**config.mk**
```make
export PLATFORM = sky130hd
export DESIGN_NAME = life_row_engine_flat
export DESIGN_NICKNAME = d
export VERILOG_FILES = /design/src/rtl/life_row_if.sv /design/src/rtl/life_row_engine.sv /design/src/flat_wrapper.sv
export SDC_FILE = /design/constraint.sdc
export NUM_CORES = 2
export LEC_CHECK = 0
export BUFFER_PORTS_ARGS = -buffer_cell sky130_fd_sc_hd__buf_2
export CAP_MARGIN = 15
export CORE_MARGIN = 2
export CORE_UTILIZATION = 65
export CTS_BUF_LIST = sky130_fd_sc_hd__clkbuf_8
export DETAILED_ROUTE_END_ITERATION = 16
export MAX_ROUTING_LAYER = met4
export PLACE_DENSITY = 0.83
export SETUP_SLACK_MARGIN = 0.05
export SLEW_MARGIN = 20
export SYNTH_ARGS = -nofsm -noshare
export SYNTH_HDL_FRONTEND = slang
export SYNTH_SLANG_ARGS = --single-unit
```
**constraint.sdc**
```tcl
create_clock -name clk -period 5.9 [get_ports clk]
set_input_delay 1.18 -clock clk [delete_from_list [all_inputs] [get_ports clk]]
set_output_delay 1.18 -clock clk [all_outputs]
set_load 0.01 [all_outputs]
```
**src/rtl/life_row_if.sv**
```systemverilog
// Row-stream bundle for the life row engine: current-generation rows in, next-generation rows out.
interface life_row_if #(
  parameter int WIDTH = 100
) ();
  logic             in_valid;
  logic             in_ready;
  logic [WIDTH-1:0] in_row;
  logic             out_valid;
  logic             out_ready;
  logic [WIDTH-1:0] out_row;
  logic [15:0]      out_row_idx;

  modport master (
    output in_valid, in_row, out_ready,
    input  in_ready, out_valid, out_row, out_row_idx
  );

  modport slave (
    input  in_valid, in_row, out_ready,
    output in_ready, out_valid, out_row, out_row_idx
  );
endinterface

```
**src/rtl/life_row_engine.sv**
```systemverilog
// Streaming cellular-automaton engine: consumes one generation row by row and
// emits the next generation in the order 1..HEIGHT-1, 0 with a three-row window.
module life_row_engine #(
  parameter int WIDTH  = 100,
  parameter int HEIGHT = 100,
  parameter int WRAP   = 1
) (
  input  logic        clk,
  input  logic        rst,
  input  logic        start,
  input  logic [8:0]  birth_mask,
  input  logic [8:0]  survive_mask,
  life_row_if.slave   bus,
  output logic        busy,
  output logic        done,
  output logic [15:0] gen_count
);

  localparam int unsigned CW = (WIDTH > 1) ? $clog2(WIDTH) : 1;

  typedef enum logic [2:0] {
    S_IDLE,
    S_LOAD,
    S_STREAM,
    S_FLUSH_LAST,
    S_FLUSH_FIRST,
    S_DONE
  } state_t;

  state_t           state_q, state_d;
  logic [8:0]       birth_q, birth_d;
  logic [8:0]       survive_q, survive_d;
  logic [15:0]      row_cnt_q, row_cnt_d;
  logic [WIDTH-1:0] prev_q, prev_d;
  logic [WIDTH-1:0] cur_q, cur_d;
  logic [WIDTH-1:0] row0_q, row0_d;
  logic [WIDTH-1:0] row1_q, row1_d;
  logic             out_valid_q, out_valid_d;
  logic [WIDTH-1:0] out_row_q, out_row_d;
  logic [15:0]      out_idx_q, out_idx_d;
  logic             first_sent_q, first_sent_d;
  logic [15:0]      gen_q, gen_d;

  logic in_ready_c;
  logic in_fire_c;
  logic slot_free_c;

  // Cell lookup with column wrap or dead border outside the row.
  function automatic logic cell_at(input logic [WIDTH-1:0] row, input int c);
    int   cc;
    logic v;
    cc = c;
    if (c < 0) begin
      cc = (WRAP != 0) ? WIDTH - 1 : -1;
    end else if (c >= WIDTH) begin
      cc = (WRAP != 0) ? 0 : -1;
    end
    if (cc < 0) begin
      v = 1'b0;
    end else begin
      v = row[CW'(cc)];
    end
    return v;
  endfunction

  // Next state of the middle row given the rows above and below it.
  function automatic logic [WIDTH-1:0] evolve(
    input logic [WIDTH-1:0] up,
    input logic [WIDTH-1:0] mid,
    input logic [WIDTH-1:0] dn,
    input logic [8:0]       bm,
    input logic [8:0]       sm
  );
    logic [WIDTH-1:0] nxt;
    logic [3:0]       n;
    nxt = '0;
    for (int c = 0; c < WIDTH; c++) begin
      n = 4'(cell_at(up, c - 1)) + 4'(cell_at(up, c)) + 4'(cell_at(up, c + 1)) +
          4'(cell_at(mid, c - 1)) + 4'(cell_at(mid, c + 1)) +
          4'(cell_at(dn, c - 1)) + 4'(cell_at(dn, c)) + 4'(cell_at(dn, c + 1));
      nxt[CW'(c)] = cell_at(mid, c) ? sm[n] : bm[n];
    end
    return nxt;
  endfunction

  // Input acceptance per state; in STREAM a row is taken only when the output slot can absorb it.
  always_comb begin
    in_ready_c = 1'b0;
    case (state_q)
      S_LOAD:   in_ready_c = 1'b1;
      S_STREAM: in_ready_c = !out_valid_q || bus.out_ready;
      default:  in_ready_c = 1'b0;
    endcase
  end

  assign in_fire_c   = bus.in_valid && in_ready_c;
  assign slot_free_c = !out_valid_q || bus.out_ready;

  // Next-state and datapath update.
  always_comb begin
    state_d      = state_q;
    birth_d      = birth_q;
    survive_d    = survive_q;
    row_cnt_d    = row_cnt_q;
    prev_d       = prev_q;
    cur_d        = cur_q;
    row0_d       = row0_q;
    row1_d       = row1_q;
    out_valid_d  = out_valid_q;
    out_row_d    = out_row_q;
    out_idx_d    = out_idx_q;
    first_sent_d = first_sent_q;
    gen_d        = gen_q;

    if (out_valid_q && bus.out_ready) begin
      out_valid_d = 1'b0;
    end

    case (state_q)
      S_IDLE: begin
        if (start) begin
          state_d      = S_LOAD;
          birth_d      = birth_mask;
          survive_d    = survive_mask;
          row_cnt_d    = '0;
          first_sent_d = 1'b0;
        end
      end
      S_LOAD: begin
        if (in_fire_c) begin
          row_cnt_d = row_cnt_q + 16'd1;
          prev_d    = cur_q;
          cur_d     = bus.in_row;
          if (row_cnt_q == 16'd0) begin
            row0_d = bus.in_row;
          end else begin
            row1_d  = bus.in_row;
            state_d = S_STREAM;
          end
        end
      end
      S_STREAM: begin
        if (in_fire_c) begin
          out_row_d   = evolve(prev_q, cur_q, bus.in_row, birth_q, survive_q);
          out_idx_d   = row_cnt_q - 16'd1;
          out_valid_d = 1'b1;
          prev_d      = cur_q;
          cur_d       = bus.in_row;
          row_cnt_d   = row_cnt_q + 16'd1;
          if (row_cnt_q == 16'(HEIGHT - 1)) begin
            state_d = S_FLUSH_LAST;
          end
        end
      end
      S_FLUSH_LAST: begin
        if (slot_free_c) begin
          out_row_d   = evolve(prev_q, cur_q, (WRAP != 0) ? row0_q : '0, birth_q, survive_q);
          out_idx_d   = 16'(HEIGHT - 1);
          out_valid_d = 1'b1;
          state_d     = S_FLUSH_FIRST;
        end
      end
      S_FLUSH_FIRST: begin
        if (!first_sent_q) begin
          if (slot_free_c) begin
            out_row_d    = evolve((WRAP != 0) ? cur_q : '0, row0_q, row1_q, birth_q, survive_q);
            out_idx_d    = 16'd0;
            out_valid_d  = 1'b1;
            first_sent_d = 1'b1;
          end
        end else if (out_valid_q && bus.out_ready) begin
          state_d = S_DONE;
        end
      end
      S_DONE: begin
        gen_d   = gen_q + 16'd1;
        state_d = S_IDLE;
      end
      default: state_d = S_IDLE;
    endcase
  end

  // State and datapath registers with synchronous reset.
  always_ff @(posedge clk) begin
    if (rst) begin
      state_q      <= S_IDLE;
      birth_q      <= 9'h008;
      survive_q    <= 9'h00C;
      row_cnt_q    <= '0;
      prev_q       <= '0;
      cur_q        <= '0;
      row0_q       <= '0;
      row1_q       <= '0;
      out_valid_q  <= 1'b0;
      out_row_q    <= '0;
      out_idx_q    <= '0;
      first_sent_q <= 1'b0;
      gen_q        <= '0;
    end else begin
      state_q      <= state_d;
      birth_q      <= birth_d;
      survive_q    <= survive_d;
      row_cnt_q    <= row_cnt_d;
      prev_q       <= prev_d;
      cur_q        <= cur_d;
      row0_q       <= row0_d;
      row1_q       <= row1_d;
      out_valid_q  <= out_valid_d;
      out_row_q    <= out_row_d;
      out_idx_q    <= out_idx_d;
      first_sent_q <= first_sent_d;
      gen_q        <= gen_d;
    end
  end

  assign bus.in_ready    = in_ready_c;
  assign bus.out_valid   = out_valid_q;
  assign bus.out_row     = out_row_q;
  assign bus.out_row_idx = out_idx_q;
  assign busy            = (state_q != S_IDLE);
  assign done            = (state_q == S_DONE);
  assign gen_count       = gen_q;

endmodule
```
**src/flat_wrapper.sv**
```systemverilog
// flat-port wrapper written by rule: the top's interface ports become plain ports
module life_row_engine_flat 
#(
  parameter int WIDTH  = 100,
  parameter int HEIGHT = 100,
  parameter int WRAP   = 1
)
  (clk, rst, start, birth_mask, survive_mask, busy, done, gen_count, bus_in_valid, bus_in_row, bus_out_ready, bus_in_ready, bus_out_valid, bus_out_row, bus_out_row_idx);
  life_row_if #(.WIDTH(WIDTH)) bus_i ();
  input  logic clk;
  input  logic rst;
  input  logic start;
  input  logic [8:0] birth_mask;
  input  logic [8:0] survive_mask;
  output logic busy;
  output logic done;
  output logic [15:0] gen_count;
  input wire logic [$bits(bus_i.in_valid)-1:0] bus_in_valid;
  input wire logic [$bits(bus_i.in_row)-1:0] bus_in_row;
  input wire logic [$bits(bus_i.out_ready)-1:0] bus_out_ready;
  output wire logic [$bits(bus_i.in_ready)-1:0] bus_in_ready;
  output wire logic [$bits(bus_i.out_valid)-1:0] bus_out_valid;
  output wire logic [$bits(bus_i.out_row)-1:0] bus_out_row;
  output wire logic [$bits(bus_i.out_row_idx)-1:0] bus_out_row_idx;
  assign bus_i.in_valid = bus_in_valid;
  assign bus_i.in_row = bus_in_row;
  assign bus_i.out_ready = bus_out_ready;
  assign bus_in_ready = bus_i.in_ready;
  assign bus_out_valid = bus_i.out_valid;
  assign bus_out_row = bus_i.out_row;
  assign bus_out_row_idx = bus_i.out_row_idx;
  life_row_engine #(.WIDTH(WIDTH), .HEIGHT(HEIGHT), .WRAP(WRAP)) u_core (.clk(clk), .rst(rst), .start(start), .birth_mask(birth_mask), .survive_mask(survive_mask), .bus(bus_i), .busy(busy), .done(done), .gen_count(gen_count));
endmodule
```
Word level (Yosys, flattened, before mapping)
Cells that the tools add are included.
{"block": "op_classes", "add_sub_neg": 1326, "order_cmp": 195, "eq_ne": 17, "mux": 2256, "bitwise": 1, "reduce_logical": 19}
{"op": "adder 4 x 1 -> 4 bit", "n": 1134}
{"op": "2-to-1 mux 1 bit", "n": 1838}
{"op": "binary-select mux 1 bit (select 4 bit)", "n": 378}
{"op": "less-than comparator 4 x 5 -> 1 bit (second input constant)", "n": 189}
{"op": "2-to-1 mux 100 bit", "n": 4}
{"op": "adder 1 x 1 -> 2 bit", "n": 189}
{"op": "one-hot mux 100 bit (3 select lines)", "n": 1}
{"op": "2-to-1 mux 32 bit", "n": 6}
{"op": "less-than comparator 32 x 1 -> 1 bit (second input constant)", "n": 3}
{"op": "2-to-1 mux 16 bit", "n": 6}
{"op": "binary-select mux 1 bit (select 7 bit)", "n": 9}
{"op": "one-hot mux 16 bit (3 select lines)", "n": 1}
{"op": "adder 16 x 1 -> 16 bit (second input constant)", "n": 2}
{"op": "one-hot mux 16 bit (2 select lines)", "n": 1}
{"op": "less-than comparator 7 x 9 -> 1 bit (second input constant)", "n": 3}
{"op": "2-to-1 mux 3 bit", "n": 8}
{"op": "== test 16 x 7 -> 1 bit (second input constant)", "n": 1}
{"op": "logical NOT 16 bit", "n": 1}
{"op": "inequality test 2 x 1 -> 1 bit (second input constant)", "n": 8}
{"op": "subtractor 16 x 1 -> 16 bit (second input constant)", "n": 1}
{"op": "one-hot mux 3 bit (5 select lines)", "n": 1}
{"op": "AND reduction 3 bit", "n": 3}
{"op": "AND reduction 8 bit", "n": 1}
{"op": "== test 3 x 2 -> 1 bit (second input constant)", "n": 2}
{"op": "other kinds (15)", "n": 24}
{"block": "word_totals", "ff_bits": 571, "out_inout_bits": 136, "wordCells": 3827}

Logic depth before layout (Yosys ltp)
{"block": "logic_depth", "ltp_word": 25, "depth_mapped": 14, "depth_no_buf": 13}

Worst setup path before layout
No wires, ideal clock.
{"block": "synth_timing", "kind": "input -> register", "from": "input bus_in_row[51]", "to": "register u_core.out_row_q[50], in the netlist u_core.bus.out_row[50]", "t_arrival_ns": 4.487, "required_time_ns": 5.766, "setup_slack_ns": 1.280, "stages": 10, "path_cell_list": "inv_1 fa_1 fa_1 fa_1 fa_1 mux4_2 mux4_2 and3_1 nor4_1 a311oi_1"}
{"block": "synth_via", "elab_chain_len": 8, "word_cells_on_any_way": 10, "classes_between": "add/sub: 1; mux: 9"}
{"element": "start: declaration", "line_no": "flat_wrapper.sv:19", "source": "input wire logic [$bits(bus_i.in_row)-1:0] bus_in_row;"}
{"element": "2-to-1 mux 1 bit (*)", "line_no": "life_row_engine.sv:143", "source": "if (in_fire_c) begin"}
{"element": "2-to-1 mux 1 bit (*)", "line_no": "life_row_engine.sv:119", "source": "case (state_q)"}
{"element": "adder 4 x 1 -> 4 bit (*)", "line_no": "life_row_engine.sv:80", "source": "4'(cell_at(dn, c - 1)) + 4'(cell_at(dn, c)) + 4'(cell_at(dn, c + 1));"}
{"element": "binary-select mux 1 bit (select 4 bit)", "line_no": "life_row_engine.sv:81", "source": "nxt[CW'(c)] = cell_at(mid, c) ? sm[n] : bm[n];"}
{"element": "2-to-1 mux 1 bit (implied by the code)", "line_no": "life_row_engine.sv:81"}
{"element": "2-to-1 mux 1 bit (*)", "line_no": "life_row_engine.sv:81"}
{"element": "2-to-1 mux 100 bit (*)", "line_no": "life_row_engine.sv:143"}
{"element": "one-hot mux 100 bit (3 select lines) (*)", "line_no": "life_row_engine.sv:119"}
{"element": "end signal: assignment", "line_no": "life_row_engine.sv:209", "source": "out_row_q <= out_row_d;"}
{"element": "end: declaration", "line_no": "life_row_engine.sv:39", "source": "logic [WIDTH-1:0] out_row_q, out_row_d;"}
Mark *: on every way between the ends. The rest lies on a longest branch, timed or not. The select of a mux whose other input is x is not followed.
A chain may end at the register's enable or synchronous reset.

Final worst setup path
{"block": "layout_timing", "from": "register u_core.cur_q[17]", "to": "register u_core.out_row_q[18], in the netlist u_core.bus.out_row[18]"}
{"block": "layout_via", "elab_chain_len": 16, "word_cells_on_any_way": 43, "classes_between": "add/sub: 17; mux: 26"}
{"element": "start: declaration", "line_no": "life_row_engine.sv:35", "source": "logic [WIDTH-1:0] cur_q, cur_d;"}
{"element": "start signal: assignment", "line_no": "life_row_engine.sv:205", "source": "cur_q <= cur_d;"}
{"element": "2-to-1 mux 1 bit", "line_no": "life_row_engine.sv:156, life_row_engine.sv:165"}
{"element": "2-to-1 mux 1 bit", "line_no": "life_row_engine.sv:164", "source": "if (!first_sent_q) begin"}
{"element": "2-to-1 mux 1 bit", "line_no": "life_row_engine.sv:119"}
{"element": "adder 1 x 1 -> 2 bit", "line_no": "life_row_engine.sv:78", "source": "n = 4'(cell_at(up, c - 1)) + 4'(cell_at(up, c)) + 4'(cell_at(up, c + 1)) +"}
{"element": "adder 4 x 1 -> 4 bit (2 in a row)", "line_no": "life_row_engine.sv:78"}
{"element": "adder 4 x 1 -> 4 bit (2 in a row)", "line_no": "life_row_engine.sv:79", "source": "4'(cell_at(mid, c - 1)) + 4'(cell_at(mid, c + 1)) +"}
{"element": "adder 4 x 1 -> 4 bit (2 in a row)", "line_no": "life_row_engine.sv:80"}
{"element": "binary-select mux 1 bit (select 4 bit)", "line_no": "life_row_engine.sv:81"}
{"element": "2-to-1 mux 1 bit (implied by the code)", "line_no": "life_row_engine.sv:81"}
{"element": "2-to-1 mux 1 bit", "line_no": "life_row_engine.sv:81"}
{"element": "2-to-1 mux 100 bit", "line_no": "life_row_engine.sv:165", "source": "if (slot_free_c) begin"}
{"element": "2-to-1 mux 100 bit", "line_no": "life_row_engine.sv:164"}
{"element": "one-hot mux 100 bit (3 select lines) (*)", "line_no": "life_row_engine.sv:119"}
Marks and branches as above.

==> metrics <==
number of clock buffers inserted by TritonCTS 88; site row count ~120; asr flop ratio synth 0; clock slew at reported path FFs 0.06 ns; clock share of power 0.126; Via density approximately 7.3; Clock Skew 0.06151 ns; die area around 0.12 mm²; hold path cells 2; largest net degree at the start of global routing approximately 150; Rel. slew slack 0.1483; leading area contributor after synthesis mux4_2; Detail Placement HPWL roughly 160 mm; sequential share of power 0.151; synthesis warning total 0; 1st-pass router iterations 7; post-synthesis register bit count 394; number of post-CTS setup repair buffers 0; Residual DRC 0; Area contributors post-synth mux4_2, fa_1, dfxtp_1, ha_1, inv_1; Worst EP required about 6.6 ns; Post-CTS Hold Buffers 0; unrepaired setup endpoints after global routing no; Switching Fraction 0.4803; power density cells ~370 mW/mm²; TritonCTS clock tree yes; vias post-DR about 65k; Max stage delay on crit path 0.72 ns; Worst Path Arrival about 5.4 ns; metal3 WL around 42 mm; nets approximately 8.6k; Unique masters post-synth 90; vias in the first global route between 60k and 70k; worst-path fanout max 11; core region area 0.1142 mm²; most used cell, CP fa_1; total global-route track usage 0.4367; CTS H-Tree Depth 3; delay-heaviest family, CP adder cells; Die Ht approximately 340 µm; layout cells sized above 1 0.1871; Core Util, Final 0.6804; reg2reg setup slack between 1 and 1.5 ns; worst r2r src u_core.cur_q[17]; fin crit share 0.7944; RR Endpoint u_core.bus.out_row[18]; clk root buf clkbuf_8; Max Root-Sink Buffers 3; die width 343.1 µm; max-cap violations 0; syn_area_per_cell ~9.8 µm²; Initial Util 0.6546; Slew Limit Fails 0; Hold Startpoint u_core.row1_q[41]; drt wl/cell between 20 and 30 µm; Worst path slowest cell dfxtp_1; Leak 31.08 nW; Post-synth top cells inv_1, nand2_1, mux4_2, fa_1, clkbuf_1; met2 WL roughly 110 mm; Area growth syn-to-layout 3.946%; RePlAce Congestion around 0.94; Max Used Layer met4; worst hold margin about 0.45 ns; predominant post-synthesis flop cell dfxtp_1; Power Internal 0.01500 W; first-pass GRT wire length around 380 mm; area share of the largest cell type after synthesis 0.2468; critical path, cell by cell ha_1 -> inv_1 -> fa_1 -> fa_1 -> fa_1 -> fa_1 -> mux4_2 -> mux4_2 -> and3_1 -> a31oi_1 -> a311oi_1; CP Launch Type register; antenna violations before repair 22; R2R cell count 11; WL final 249.2 mm; Post-synth EDFFs 0; Synth Cell Area 0.07474 mm²; net load switching power approximately 0.014 W; post-CTS sizing 0; clock tree sinks between 300 and 400; min cycle time layout between 4 and 5 ns; Routed Antenna Nets 0; clk_lat worst skew 0.86 ns; initial DRC count 9543; most frequent cell after synthesis inv_1; Crit Path Class reg -> reg; Tightest Pin Transition around 1.3 ns; outcome completed; Comb pwr share 0.723; Final Hold Vio Count 0; hold endpoint u_core.row1_q[41]; Cells after Synth around 7.6k; highest ir drop seen on vdd roughly 0.00043 V; worst hold path class reg -> reg; Crit. End Element register; total I/O pin count roughly 260; M1 WL 79.12 mm; Overflow after GRT 0; input/output buffers between 150 and 200; crit path buf inv count 1; post-synthesis sequential area ratio 0.1055; Finish-stage setup viols 0; max frequency 0.2134 GHz; setup_tns 0 ns
[logic make-up after synthesis]
group,Yosys count,share of synthesized area
buffers and inverters,1877,0.09851
AO/OA/AOI/OAI,1037,0.08619
adder cells (fa/ha/maj),1264,0.2875
AND/OR/NAND/NOR,1740,0.1104
flip-flops,394,0.1055
other,1,0.00005017
XOR/XNOR,164,0.01922
multiplexers,1145,0.2925
[layout make-up]
type	count	area, µm²
flip-flops and latches	394	7955
repair buffers	266	1929
diodes	35	87.58
inverters	1114	4182
well taps	1512	1892
fillers	8292	36500
clock inverters	51	440.4
clock buffers	109	1500
multi-input cells	5387	59710
[tightest hold or removal path, cell delays in order (launching register included)]
cell     delay (ns)
dfxtp_1        0.30
nand2_1        0.05
a21oi_1        0.05
[worst max-delay path by stage]
| stage | cells after the start | from | to |
|---|---|---|---|
| 2_1_floorplan | 10 | bus_in_row[51] | u_core.bus.out_row[50] |
| 3_3_place_gp | 12 | bus_in_row[31] | u_core.bus.out_row[30] |
| 3_5_place_dp | 12 | bus_in_row[1] | u_core.bus.out_row[2] |
| 4_1_cts | 11 | u_core.cur_q[17] | u_core.bus.out_row[18] |
| 5_1_grt | 11 | u_core.cur_q[17] | u_core.bus.out_row[18] |
| 6_report | 11 | u_core.cur_q[17] | u_core.bus.out_row[18] |
[cells in the final DEF, fill, tap and decap left out, drive strengths merged, types with 22 or more instances in the layout]
cell type,Yosys,final
inv,1109,1134
nand2,857,857
mux4,821,821
fa,756,756
ha,508,508
dfxtp,394,394
a21oi,390,390
buf,148,266
o21ai,239,239
mux2i,225,225
nor2,202,202
nor2b,166,166
nand3,131,131
xor2,112,112
clkbuf,615,109
mux2,99,99
nor4,67,67
nor3,64,64
xnor2,52,52
a31oi,41,41
conb,1,37
diode,0,35
a311oi,35,35
nand2b,32,32
nand3b,31,31
nand4,31,31
a2111oi,31,31
nand4b,30,30
a211oi,29,29
o2111ai,25,25
clkinv,5,24
o21a,23,23
a41oi,22,22
[state kept, by name, indices dropped and copies added, names as in the netlist]
register	count
u_core.gen_count	16
u_core.row0_q	65
u_core.state_q	3
u_core.bus.out_valid	1
u_core.row_cnt_q	16
u_core.birth_q	9
u_core.survive_q	9
u_core.cur_q	65
u_core.row1_q	65
u_core.first_sent_q	1
u_core.bus.out_row_idx	16
u_core.bus.out_row	63
u_core.prev_q	65
[routing by layer]
metal	global-route usage	vias up
met3	0.1471	1807
met5	-	-
met1	0.5178	31200
met4	0.2870	0
met2	0.6354	6141
li1	-	26020
[power groups by stage]
stage	Clock [W]	Combinational, W	Sequential, W
floorplan	0	0.0162	0.00347
global placement	0	0.0195	0.00426
detailed placement	0	0.0203	0.00428
CTS	0.00363	0.0204	0.00423
global route	0.00372	0.0222	0.00433
finish	0.00363	0.0209	0.00436
[per-stage QoR]
stage | cell area, µm² | worst slack [ns] | std cells | total power, W
6_report | 77690 | 1.213 | 8868 | 0.02887
5_1_grt | 77670 | 1.150 | 8858 | 0.03020
4_1_cts | 77600 | 1.267 | 8833 | 0.02824
3_5_place_dp | 75660 | 0.7612 | 8673 | 0.02459
3_3_place_gp | 75660 | 0.8435 | 8673 | 0.02378
2_1_floorplan | 74880 | 1.280 | 7658 | 0.01971
Note: power is estimated with default switching activity, not from simulation.
